## config.mk

```make
export PLATFORM = sky130hd
export DESIGN_NAME = ldiv_result_fifo_flat
export DESIGN_NICKNAME = d
export VERILOG_FILES = /design/src/rtl/ldiv_result_fifo_if.sv /design/src/rtl/ldiv_result_fifo.sv /design/src/flat_wrapper.sv
export SDC_FILE = /design/constraint.sdc
export NUM_CORES = 1
export LEC_CHECK = 0
export ABC_AREA = 1
export ABC_CLOCK_PERIOD_IN_PS = 2830
export BUFFER_PORTS_ARGS = -buffer_cell sky130_fd_sc_hd__buf_2
export CAP_MARGIN = 40
export CORE_ASPECT_RATIO = 1.25
export CORE_MARGIN = 2
export CORE_UTILIZATION = 61
export CTS_CLUSTER_DIAMETER = 200
export DETAILED_ROUTE_END_ITERATION = 8
export MAX_ROUTING_LAYER = met4
export PLACE_DENSITY = 0.8
export SETUP_SLACK_MARGIN = 0.15
export SKIP_LAST_GASP = 1
export SLEW_MARGIN = 20
export SYNTH_ARGS = -nofsm -noshare
export SYNTH_HDL_FRONTEND = slang
export SYNTH_SLANG_ARGS = --single-unit
```

## constraint.sdc

```tcl
create_clock -name clk -period 2.83 [get_ports clk]
set_input_delay 0.849 -clock clk [delete_from_list [all_inputs] [get_ports clk]]
set_output_delay 0.849 -clock clk [all_outputs]
set_load 0.01 [all_outputs]
```

## src/rtl/ldiv_result_fifo_if.sv

```systemverilog
// Handshake bundle between the divider-side producer/consumer and the result FIFO.
// The master modport is the environment (upstream, divider, consumer); slave is the FIFO.
interface ldiv_result_fifo_if #(
  parameter int NUMERATOR_WIDTH = 10,
  parameter int QUOTIENT_WIDTH  = 10,
  parameter int DEPTH           = 16
);
  localparam int CW = $clog2(DEPTH) + 1;

  logic                       issue;
  logic                       issue_ok;
  logic                       valid_in;
  logic [QUOTIENT_WIDTH-1:0]  quotient_in;
  logic [NUMERATOR_WIDTH-1:0] remainder_in;
  logic                       valid_out;
  logic                       ready_in;
  logic [QUOTIENT_WIDTH-1:0]  quotient_out;
  logic [NUMERATOR_WIDTH-1:0] remainder_out;
  logic [CW-1:0]              count;
  logic                       overflow;
  logic                       underflow;

  modport master (
    output issue, valid_in, quotient_in, remainder_in, ready_in,
    input  issue_ok, valid_out, quotient_out, remainder_out, count, overflow, underflow
  );

  modport slave (
    input  issue, valid_in, quotient_in, remainder_in, ready_in,
    output issue_ok, valid_out, quotient_out, remainder_out, count, overflow, underflow
  );
endinterface

```

## src/rtl/ldiv_result_fifo.sv

```systemverilog
// Credit-managed first-word-fall-through result buffer for a divider pipeline that
// cannot be stalled: upstream may only issue while buffered plus in-flight results fit.
module ldiv_result_fifo #(
  parameter int NUMERATOR_WIDTH = 10,
  parameter int QUOTIENT_WIDTH  = 10,
  parameter int DEPTH           = 16
) (
  input  logic               clk,
  input  logic               reset,
  ldiv_result_fifo_if.slave  bus
);

  localparam int PW = $clog2(DEPTH);
  localparam int CW = PW + 1;
  localparam int SW = CW + 1;
  localparam int EW = QUOTIENT_WIDTH + NUMERATOR_WIDTH;

  localparam logic [CW-1:0] DEPTH_C   = CW'(DEPTH);
  localparam logic [CW-1:0] CNT_ZERO  = {CW{1'b0}};
  localparam logic [CW-1:0] CNT_ONE   = CW'(1'b1);
  localparam logic [PW-1:0] PTR_ZERO  = {PW{1'b0}};
  localparam logic [PW-1:0] PTR_ONE   = PW'(1'b1);
  localparam logic [SW-1:0] DEPTH_SUM = SW'(DEPTH);

  generate
    if ((DEPTH < 2) || ((DEPTH & (DEPTH - 1)) != 0)) begin : g_bad_depth
      $error("ldiv_result_fifo: DEPTH must be a power of two and at least 2");
    end
  endgenerate

  logic [EW-1:0] mem_q [DEPTH];

  logic [PW-1:0] wr_ptr_q, wr_ptr_d;
  logic [PW-1:0] rd_ptr_q, rd_ptr_d;
  logic [CW-1:0] count_q, count_d;
  logic [CW-1:0] inflight_q, inflight_d;
  logic          overflow_q, overflow_d;
  logic          underflow_q, underflow_d;

  logic          empty_s;
  logic          full_s;
  logic          pop_s;
  logic          wr_s;
  logic          issue_ok_s;
  logic [SW-1:0] credit_sum_s;

  // Handshake decode: pop, write qualification and credit availability.
  always_comb begin
    empty_s      = (count_q == CNT_ZERO);
    full_s       = (count_q == DEPTH_C);
    pop_s        = (!empty_s) && bus.ready_in;
    // A full buffer can still accept a result if the head leaves on the same edge.
    wr_s         = bus.valid_in && ((!full_s) || pop_s);
    credit_sum_s = {1'b0, count_q} + {1'b0, inflight_q};
    issue_ok_s   = (credit_sum_s < DEPTH_SUM);
  end

  // Occupancy and pointer next-state.
  always_comb begin
    count_d  = count_q;
    wr_ptr_d = wr_ptr_q;
    rd_ptr_d = rd_ptr_q;
    case ({wr_s, pop_s})
      2'b10:   count_d = count_q + CNT_ONE;
      2'b01:   count_d = count_q - CNT_ONE;
      default: count_d = count_q;
    endcase
    if (wr_s) begin
      wr_ptr_d = wr_ptr_q + PTR_ONE;
    end else begin
      wr_ptr_d = wr_ptr_q;
    end
    if (pop_s) begin
      rd_ptr_d = rd_ptr_q + PTR_ONE;
    end else begin
      rd_ptr_d = rd_ptr_q;
    end
  end

  // In-flight operation tracking, saturating at both ends.
  always_comb begin
    inflight_d = inflight_q;
    case ({bus.issue, bus.valid_in})
      2'b10: begin
        if (inflight_q == DEPTH_C) begin
          inflight_d = inflight_q;
        end else begin
          inflight_d = inflight_q + CNT_ONE;
        end
      end
      2'b01: begin
        if (inflight_q == CNT_ZERO) begin
          inflight_d = inflight_q;
        end else begin
          inflight_d = inflight_q - CNT_ONE;
        end
      end
      default: inflight_d = inflight_q;
    endcase
  end

  // Sticky protocol error flags.
  always_comb begin
    overflow_d  = overflow_q
                | (bus.issue && (!issue_ok_s))
                | (bus.valid_in && full_s && (!pop_s));
    underflow_d = underflow_q | (bus.valid_in && (inflight_q == CNT_ZERO));
  end

  // Control state registers with synchronous reset.
  always_ff @(posedge clk) begin
    if (reset) begin
      wr_ptr_q    <= PTR_ZERO;
      rd_ptr_q    <= PTR_ZERO;
      count_q     <= CNT_ZERO;
      inflight_q  <= CNT_ZERO;
      overflow_q  <= 1'b0;
      underflow_q <= 1'b0;
    end else begin
      wr_ptr_q    <= wr_ptr_d;
      rd_ptr_q    <= rd_ptr_d;
      count_q     <= count_d;
      inflight_q  <= inflight_d;
      overflow_q  <= overflow_d;
      underflow_q <= underflow_d;
    end
  end

  // Result storage; contents are left untouched by reset.
  always_ff @(posedge clk) begin
    if ((!reset) && wr_s) begin
      mem_q[wr_ptr_q] <= {bus.quotient_in, bus.remainder_in};
    end
  end

  assign bus.issue_ok  = issue_ok_s;
  assign bus.valid_out = !empty_s;
  assign bus.count     = count_q;
  assign bus.overflow  = overflow_q;
  assign bus.underflow = underflow_q;
  assign {bus.quotient_out, bus.remainder_out} = mem_q[rd_ptr_q];

endmodule

```

## src/flat_wrapper.sv

```systemverilog
// flat-port wrapper written by rule: the top's interface ports become plain ports
module ldiv_result_fifo_flat 
#(
  parameter int NUMERATOR_WIDTH = 10,
  parameter int QUOTIENT_WIDTH  = 10,
  parameter int DEPTH           = 16
)
  (clk, reset, bus_issue, bus_valid_in, bus_quotient_in, bus_remainder_in, bus_ready_in, bus_issue_ok, bus_valid_out, bus_quotient_out, bus_remainder_out, bus_count, bus_overflow, bus_underflow);
  ldiv_result_fifo_if #(.NUMERATOR_WIDTH(NUMERATOR_WIDTH), .QUOTIENT_WIDTH(QUOTIENT_WIDTH), .DEPTH(DEPTH)) bus_i ();
  input  logic clk;
  input  logic reset;
  input wire logic [$bits(bus_i.issue)-1:0] bus_issue;
  input wire logic [$bits(bus_i.valid_in)-1:0] bus_valid_in;
  input wire logic [$bits(bus_i.quotient_in)-1:0] bus_quotient_in;
  input wire logic [$bits(bus_i.remainder_in)-1:0] bus_remainder_in;
  input wire logic [$bits(bus_i.ready_in)-1:0] bus_ready_in;
  output wire logic [$bits(bus_i.issue_ok)-1:0] bus_issue_ok;
  output wire logic [$bits(bus_i.valid_out)-1:0] bus_valid_out;
  output wire logic [$bits(bus_i.quotient_out)-1:0] bus_quotient_out;
  output wire logic [$bits(bus_i.remainder_out)-1:0] bus_remainder_out;
  output wire logic [$bits(bus_i.count)-1:0] bus_count;
  output wire logic [$bits(bus_i.overflow)-1:0] bus_overflow;
  output wire logic [$bits(bus_i.underflow)-1:0] bus_underflow;
  assign bus_i.issue = bus_issue;
  assign bus_i.valid_in = bus_valid_in;
  assign bus_i.quotient_in = bus_quotient_in;
  assign bus_i.remainder_in = bus_remainder_in;
  assign bus_i.ready_in = bus_ready_in;
  assign bus_issue_ok = bus_i.issue_ok;
  assign bus_valid_out = bus_i.valid_out;
  assign bus_quotient_out = bus_i.quotient_out;
  assign bus_remainder_out = bus_i.remainder_out;
  assign bus_count = bus_i.count;
  assign bus_overflow = bus_i.overflow;
  assign bus_underflow = bus_i.underflow;
  ldiv_result_fifo #(.NUMERATOR_WIDTH(NUMERATOR_WIDTH), .QUOTIENT_WIDTH(QUOTIENT_WIDTH), .DEPTH(DEPTH)) u_core (.clk(clk), .reset(reset), .bus(bus_i));
endmodule
```

After elaboration in Yosys (flattened, before gate mapping). Memory sizes are Yosys's and may differ from the RTL's. A register that Yosys moved wholly into a read port is not among the register bits. Cells that the tools add are included.

Bits in registers: 20. Memory bits (writable): 320. Input bits: 25. Output and inout bits: 29. Logic and storage cells: 52. Memories kept: 1.

Memory list: u_core.mem_q (depth 16, width 20, read ports 1, clocked after Yosys merged registers in 1, wr ports 1, RTL line ldiv_result_fifo.sv:31) `logic [EW-1:0] mem_q [DEPTH];`.

$add $sub $neg: 7. Order comparisons: 1. Equal/unequal tests: 8. Multiplexer cells: 8. Bitwise gates (word level): 3. Reduce and logical (&&, ||, !) cells: 18.

Operators by type and width (count): case mux 5 bit (2 select lines) (2); adder 5 x 1 -> 5 bit, second input constant (2); == test 5 bit, second input constant (2); zero test 5 bit (2); two-way mux 5 bit (2); subtractor 5 x 1 -> 5 bit, second input constant (2); adder 4 x 1 -> 4 bit, second input constant (2); two-way mux 4 bit (2); logical AND 1 bit (7); adder 5 x 5 -> 6 bit (1); < comparator 6 x 5 -> 1 bit, second input constant (1); zero test 1 bit (5); == test 2 x 1 -> 1 bit, second input constant (2); == test 2 bit, second input constant (2); != test 2 bit, second input constant (2); nonzero test 2 bit (2); OR 1 bit (3); AND reduction 3 bit (1); two-way mux 1 bit (2); logical OR 1 bit (1).

Depth between registers and ports, before layout. Gate-level depths: netlist of the first run.

Word-level depth: 8. Depth in mapped cells: 15. Depth with buffers taken out: 15.

Least setup slack after synthesis of the first run. No wires, ideal clock.

Kind: input to register. Start point: in bus_ready_in. End point: mem u_core.mem_q[11][0] in the netlist's numbering (enable). Library setup time: 0.397 ns. Arrival time: 2.210 ns. Data required time: 2.433 ns. Setup slack: 0.224 ns. Cell stages on the path: 6. Buffers on the path: 0. Cells stage by stage: nor2_1 > nand3_1 > nand2_1 > inv_1 > nand2_1 > nor2_1.

Longest elaborated chain between the ends: 6.

RTL lines: from (decl) (RTL line flat_wrapper.sv:16) `input wire logic [$bits(bus_i.ready_in)-1:0] bus_ready_in;`; logical AND 1 bit (RTL line ldiv_result_fifo.sv:51) `pop_s = (!empty_s) && bus.ready_in;`; logical OR 1 bit (RTL line ldiv_result_fifo.sv:53) `wr_s = bus.valid_in && ((!full_s) || pop_s);`; logical AND 1 bit (RTL line ldiv_result_fifo.sv:53); logical AND 1 bit (RTL line ldiv_result_fifo.sv:131) `if ((!reset) && wr_s) begin`; two-way mux 1 bit (RTL line ldiv_result_fifo.sv:131); two-way mux 1 bit (not written as such) (RTL line ldiv_result_fifo.sv:132) `mem_q[wr_ptr_q] <= {bus.quotient_in, bus.remainder_in};`; to (decl) (RTL line ldiv_result_fifo.sv:31).

No other way between the ends.

==> results of run 1 <==
==> cell usage in the layout, fill, tap and decap left out, drive strengths merged, types with 2 or more instances in the layout <==
cell type    n
nand3       42
nand4        5
clkinvlp     3
inv        118
clkbuf      48
o211ai      82
buf        123
clkinv       6
edfxtp     320
a211oi       4
nor3         2
nor2        34
bufbuf       2
a21oi       98
o21ai      102
dfxtp       24
xor2         3
ha          16
nand2       51
mux2i       80
==> routing by layer <==
| layer | vias to the layer above | wire (um) | part of all wire (%) |
|---|---|---|---|
| met2 | 507 | 16900 | 51 |
| met4 | 0 | 1350 | 4.0 |
| met1 | 4397 | 12400 | 37 |
| met5 | - | 0 | 0 |
| li1 | 4070 | - | - |
| met3 | 99 | 2680 | 8.0 |
==> through the flow <==
| stage | instances | total power, mW | setup slack [ps] |
|---|---|---|---|
| 3_5_place_dp | 1377 | 7.98 | 277 |
| 2_1_floorplan | 1042 | 7.32 | 224 |
| 3_3_place_gp | 1377 | 7.91 | 329 |
| 6_report | 1459 | 12.6 | -95.7 |
| 5_1_grt | 1459 | 13.0 | -174 |
| 4_1_cts | 1449 | 12.4 | -68.5 |
==> cell type report <==
cell class,instances,area [um^2],area share [%]
clock buffers,43,906,5.43
clock inverters,14,120,0.720
repair buffers,130,1260,7.57
inverters,114,430,2.58
multi-input cells,526,3510,21.0
well taps,288,360,2.16
flip-flops and latches,344,10100,60.5
==> what timing repair did <==
item	in CTS	in global routing
cloned	4	5
resized for setup	44	42
endpoints found under the setup margin	20	21
pin swaps	20	15
buffers inserted	11	5
==> how the worst max path moves through the flow <==
| stage | startpoint | to | slack, ps | cells past startpoint |
|---|---|---|---|---|
| after CTS | flop | bus_quotient_out[9] | -70 | 8 |
| final | flop | bus_quotient_out[3] | -100 | 9 |
| after global placement | bus_ready_in | u_core.mem_q[13][5] | 330 | 8 |
| after detailed placement | bus_ready_in | u_core.mem_q[13][19] | 280 | 8 |
| after global routing | flop | bus_quotient_out[5] | -170 | 8 |
| after floorplan | bus_ready_in | u_core.mem_q[11][0] | 220 | 6 |
==> worst min-delay path: cells and delay by family, from the launching register on <==
family / cells / cell delay, ps
AOI/OAI and AO/OA: 1 / 70
buffers and inverters: 1 / 50
DFF: 1 / 290
==> registers in the layout, summed over array words and instances (netlist names), named ones only <==
signal,cells
u_core.mem_q,320
u_core.bus.overflow,1
u_core.rd_ptr_q,4
u_core.bus.underflow,1
u_core.bus.count,5
u_core.inflight_q,5
u_core.wr_ptr_q,4
==> power groups by stage <==
| stage | Combinational, mW | Sequential, mW | Clock [mW] |
|---|---|---|---|
| CTS | 2.39 | 5.74 | 4.25 |
| detailed placement | 2.12 | 5.87 | 0 |
| global placement | 2.05 | 5.86 | 0 |
| finish | 2.61 | 5.74 | 4.22 |
| floorplan | 1.51 | 5.82 | 0 |
| global route | 2.82 | 5.75 | 4.43 |
==> kinds of logic after synthesis <==
family | after synthesis | share of synthesized area (%)
buf+inv | 172 | 5.45
mux | 80 | 5.63
xor+xnor | 4 | 0.247
fa+ha+maj | 17 | 1.55
flops | 344 | 71.0
compound gates | 289 | 11.8
simple gates | 136 | 4.36
==> results, run 1 <==
- The critical path capture point type is an output pin.
- In this design, the critical path's most frequently occurring cell is sky130_fd_sc_hd__o211ai_1.
- By startpoint and endpoint, the worst setup path is classified as flop to output pin.
- Summed over all layers, the routed wires come to 33400 um.
- The largest area contributor in the netlist is sky130_fd_sc_hd__edfxtp_1.
- Data on the critical path is required at its endpoint by around 2000 ps.
- The initial antenna violation count is 0.
- The post-layout worst setup margin is -95.7 ps.
- The arrival time of data at the critical path endpoint is 2080 ps.
- In this run the worst path has a maximum fanout of 7.
- Fill cells in the final layout number 1393.
- The count of vias placed by the detailed router is between 9k and 10k.
- The proportion of power drawn by flip-flops and latches is 45.7%.
- The deepest level of the CTS H-tree is 2.
- In the synthesized netlist, the number of instances is around 1.0k.
- In the global route stage, overall resource usage came out at 27.6%.
- The run finished, with violations left.
- The number of port buffers is 53.
- The switching share of total power is approximately 27%.
- The depth of the worst hold-timing path is 2.
- The endpoint of the worst register-to-register path is u_core.mem_q[13][10].
- The internal power summed over all cells is approximately 9.2 mW.
- The buffer depth of the longest clock path is 3.
- The share of total power in combinational logic is 20.7%.
- The pin count of the biggest net entering global routing is 52.
- The detailed router finished its first iteration with 876 violations.
- At the end of routability-driven placement, the weighted congestion stood at 0.818.
- The worst hold slack is 463 ps.
- The worst setup path is launched from a flop.
- VDD sags by at most about 0.6 mV.
- The fraction of met1 tracks used by global routing is 34.1%.
- By area the synthesized netlist is led by sky130_fd_sc_hd__edfxtp_1 68%, sky130_fd_sc_hd__mux2i_1 5.6%, sky130_fd_sc_hd__o211ai_1 4.3%.
- Static timing analysis puts the maximum clock frequency at 342 MHz.
- At the pin with the least slew margin, the transition time is ~480 ps.
- Measured on the finished design, the core utilization comes to 72.7%.
- The clock edge transition at the registers on the reported setup and hold paths is 60 ps.
- The number of buffers added by the clock tree synthesis step is 34.
- The first-pass GRT wire length is 49800 um.
- The HPWL after detailed placement is 18700 um.
- The busiest layer in global routing is met2.
- The post-layout minimum cycle time is 2930 ps.
- The number of buffers inserted for hold repair after clock tree synthesis is 0.
- After detailed routing, the number of remaining DRC violations is 0.
- The prevailing post-synth register cell is sky130_fd_sc_hd__edfxtp_1.
- The post-route clock period utilization is 103%.
- Setup repair after global routing could not meet its margin everywhere.
- The number of global-route vias before repair was 9113.
- TritonCTS built the clock tree.
- The instance area after placement is 0.0151 mm^2.
- The clock network power share is 33.6%.
- Yosys mapped a number of flops with a built-in enable equal to between 300 and 400.
- Cells with a size suffix above 1 make up 20.8% of the layout.
- The mean routed wirelength per cell is 22.9 um.
- The top-area cell type share of the netlist area is 67.6%.
- The sequential fraction of the synthesis area is 71.0%.
- Summed over all cells, the static leakage comes to roughly 6 nW.
- The clock arrives with 23.7 ps of skew.
- The initial core utilization is 61.9%.
- The overall overflow remaining after global route is 0.
- The I/O pin count is 54.
- The synthesized netlist occupies a cell area of 0.0142 mm^2.
- The count of synthesis-stage warnings from yosys is 0.
- The checks that failed: setup timing.
- Adding up every negative setup slack in the final design gives -529 ps.
- Counting both buffers and inverters, the worst setup path holds a total of 4.
- The signal on the critical path passes through buf_12, buf_8, clkbuf_16, a21oi_2, o21ai_1, o211ai_1, o211ai_1, nand2_1, buf_2.
- The standard cell with the maximum stage delay on the critical path is sky130_fd_sc_hd__dfxtp_4.
- The number of different library cells in the post-synthesis netlist is 37.
- CTS saw approximately 340 sinks.
- The die covers between 0.02 and 0.025 mm^2.
- The commonest cells after synthesis are 320 x sky130_fd_sc_hd__edfxtp_1, 110 x sky130_fd_sc_hd__inv_1, 97 x sky130_fd_sc_hd__a21oi_1.
- After floorplanning, the core was divided into slightly above 60 placement rows.
- For this run, the slowest stage of the critical path takes 370 ps.
- The first TritonRoute pass finished after 5 iterations.
- When the netlist entered floorplanning its net count stood at roughly 1.1k.
- The count of endpoints failing setup in the final report is 14.
- The clock insertion delay at the later pin of the skew report is 520 ps.
- The type of the worst min-delay path is flop to flop.
- The number of nets at the end of the flow is 1192.
- The width of the die is 141 um.
- Counting cells, the worst reg-to-reg path comes to 8.
- Dividing total power by cell area gives a power density of 753 mW/mm^2.
- The setup check on the worst reg-to-reg path leaves a slack of 800 ps.
- The startpoint of the worst-slack reg-to-reg timing path is u_core.bus.count[4].
- Relative to the synthesized area, the layout overhead comes to 17.4%.
- The cell sitting at the root of the clock tree is a sky130_fd_sc_hd__clkbuf_16.
- sky130_fd_sc_hd__edfxtp_1 is the most common cell in the netlist.
- The fraction of registers with async set/reset is 0%.
- Broken down by cell family, the worst path's largest delay share belongs to buffers and inverters.
- The count of pins over their slew limit is 0.
- The total inserted antenna cells is 0.
- The number of nets with antenna violations after routing is 0.
- Global routing used 44.8% of the available met2 tracks.
- The met3 usage in global routing is under 10%.
- A synthesized cell averages 13.6 um^2.
- The die is roughly 170 um tall.
- The post-synthesis sequential element count is 344.
- For this design the total switching power over the nets is 3.41 mW.
- The total non-filler cell area in the finished layout is between 0.015 and 0.02 mm^2.
- The detail-routed via count per cell is 6.22.
- The number of hold violations in the final report was 0.
- The standard cell core area is 0.0230 mm^2.
- The number of max-cap violations is 0.
- The relative slew slack is 68.1%.
- The startpoint identified for the worst hold timing path is u_core.rd_ptr_q[3].
Note: power is estimated with default switching activity, not from simulation.
==> inputs of run 2 (changes only) <==
CORE_ASPECT_RATIO = 1.1   (was 1.25)
==> results, run 2 (same netlist as run 1, synthesis figures left out) <==
- The type of the worst min-delay path is flop to flop.
- The category of the worst setup path launch point is a flop.
- Counting stages on the worst path, the most repeated cell is sky130_fd_sc_hd__buf_12.
- The relative slew slack is 70.6% (+2.5 points).
- The number of global-route vias before repair is 9225 (+1.2%).
- The y dimension of the die is 164 um (-6.0%).
- The number of hold violations in the final report is 0 (unchanged).
- The deepest level of the CTS H-tree is 2 (unchanged).
- The clock tree skew after final layout is 30.8 ps (+7.13 ps).
- The first-pass GRT wire length is 54100 um (+8.6%).
- The final RePlAce weighted congestion was 0.868 (+6.0%).
- The overall overflow remaining after global route is 0 (unchanged).
- The count of vias placed by the detailed router is 9628 (+6.1%).
- The total non-filler cell area in the finished layout is 0.0173 mm^2 (+3.9%).
- The number of design-rule violations left by the first detailed-router iteration was 1222 (+39%).
- The count of endpoints failing setup in the final report is 19 (+5).
- Traced cell by cell, the critical path runs through buf_12, buf_16, buf_12, mux2i_1, o211ai_1, nand3_1, nand2_2, buf_6.
- The post-layout worst setup margin is -235 ps (-140 ps).
- The global router's overall resource usage is 31.0% (+3.5 points).
- The peak supply drop is 0.578 mV (-3.2%).
- The number of max-cap violations was 0 (unchanged).
- The proportion of layout cells with a drive suffix above 1 is 23.0% (+2.2 points).
- The top achievable clock speed came to 326 MHz (-4.6%).
- The clock net sink count is 344 (unchanged).
- The count of TritonRoute iterations in the first routing pass is 5 (unchanged).
- The number of port buffers is 53 (unchanged).
- The clock tree from TritonCTS is built.
- The register ranked first by flip-flop count is u_core.mem_q.
- The number of nets at the end of the flow is 1212 (+1.7%).
- The number of buffers added by the clock tree synthesis step was 34 (unchanged).
- The leakage dissipation came to 6.22 nW (+4.1%).
- The critical setup path kind is flop to output pin.
- The I/O pin count is 54 (unchanged).
- The largest fanout on the critical path is 8 (+1).
- The transition at the pin with the smallest max-transition slack is 440 ps (-38.2 ps).
- The flow ran to the end, but the final reports show violations.
- The critical path's largest stage delay was 410 ps (+40 ps).
- The arrival time of data at the critical path endpoint came to 2220 ps (+140 ps).
- The commonest non-fill, non-tap cell in the layout is sky130_fd_sc_hd__edfxtp_1.
- The layout overhead on the synthesized area is 22.0%.
- The buffer depth of the longest clock path came to 3 (unchanged).
- The power density normalized to cell area was 760 mW/mm^2 (+0.95%).
- The initial core utilization was 62.2% (+0.28 points).
- Setup repair after global routing could not meet its margin everywhere.
- The width of the die is 150 um (+6.4%).
- The clock insertion delay at the later pin of the skew report came to 530 ps (about the same).
- The pin count of the biggest net entering global routing came to 32 (-38%).
- The total wire length after detailed routing is 38200 um (+15%).
- The initial antenna violation count is 0 (unchanged).
- The required time of the critical path was 1980 ps (about the same).
- The post-layout minimum cycle time is 3070 ps (+140 ps).
- The instance area after placement is 0.0151 mm^2 (-0.30%).
- The detail-routed via count per cell is 6.45 (+3.7%).
- The standard cell core area is 0.0229 mm^2 (-0.45%).
- The top cell types in the final layout, fill and taps aside, are 320 x sky130_fd_sc_hd__edfxtp_1, 110 x sky130_fd_sc_hd__inv_1, 82 x sky130_fd_sc_hd__o211ai_1, 75 x sky130_fd_sc_hd__mux2i_1, 64 x sky130_fd_sc_hd__a21oi_1.
- The number of nets with antenna violations after routing came to 0 (unchanged).
- The standard cell with the maximum stage delay on the critical path is sky130_fd_sc_hd__dfxtp_4.
- The tree is rooted in a sky130_fd_sc_hd__clkbuf_16.
- The total DRC errors in the routed layout is 0 (unchanged).
- The final reports fail on setup timing.
- The overall die area was 0.0245 mm^2 (about the same).
- The count of pins over their slew limit came to 0 (unchanged).
- The post-route clock period utilization was 108% (+4.9 points).
- The number of flip-flops in the largest register is 320 (unchanged).
- The clock edge transition at the registers on the reported setup and hold paths is 60 ps (about the same).
- The total inserted antenna cells is 0 (unchanged).
- The HPWL after detailed placement is 18400 um (-1.2%).
- The total power consumption of the routed design is 13.2 mW (+4.9%).
- The worst setup path is captured at an output pin.
- The mean routed wirelength per cell came to 25.6 um (+12%).
- The cell row count is 58 (-6.5%).
run 2: cell count changes in the layout (fill, tap and decap cells not counted), sizes merged:
cell and delta:
bufbuf -1, buf +15, clkbuf +8, inv -3
clkinv +6, clkinvlp -3
run 2: cell type report:
type | count | area, um^2
inverter | 114 | 433
clock buffer | 45 | 923
fill | 1289 | 5520
clock inverter | 14 | 87.6
timing repair buffer | 150 | 1810
sequential | 344 | 10100
tap | 300 | 375
multi-input combinational | 526 | 3600
run 2: worst paths after layout:
path	from	end	slack [ps]	cells past startpoint
max	flop	bus_quotient_out[2]	-240	8
max reg2reg	u_core.bus.count[0]	u_core.mem_q[9][3]	790	7
min	u_core.rd_ptr_q[3]	flop	470	2
min reg2reg	u_core.rd_ptr_q[3]	flop	470	2
run 2: per-layer routing:
metal,GRT usage (%),up-vias,share of wire (%)
li1,-,4110,-
met1,39.0,4721,36
met2,51.1,659,50
met3,4.28,138,9.4
met4,13.4,0,4.3
met5,-,-,0
run 2: where the power goes:
group	internal, mW	switching, mW	total, mW
clock network	2.38	1.85	4.23
registers	5.65	0.0993	5.75
logic	1.49	1.72	3.20
total	9.52	3.66	13.2
run 2: metrics by stage:
step                      setup slack [ps]  setup TNS (ps)  hold WS, ps  instances  utilization, %
after detailed placement               356               0          462       1386            65.9
final                                 -235           -1880          470       1493            75.9
after global placement                 383               0          447       1386            65.9
after floorplan                        224               0          436       1042               -
after CTS                            -16.1           -70.3          474       1471            73.2
after global routing                  -219           -2870          501       1493            75.9
run 2: worst max-delay path: cells and delay by family, from the launching register on:
family	cells	cell delay, ps
simple gates	2	230
buf+inv	4	600
compound gates	1	140
flops	1	410
mux	1	330
run 2: what timing repair did:
action,CTS,global route
hold endpoints to repair,0,0
buffers inserted,13,11
cloned,13,11
pin swaps,24,49
endpoints found under the setup margin,20,21
hold buffers,0,0
gates resized for setup,62,74
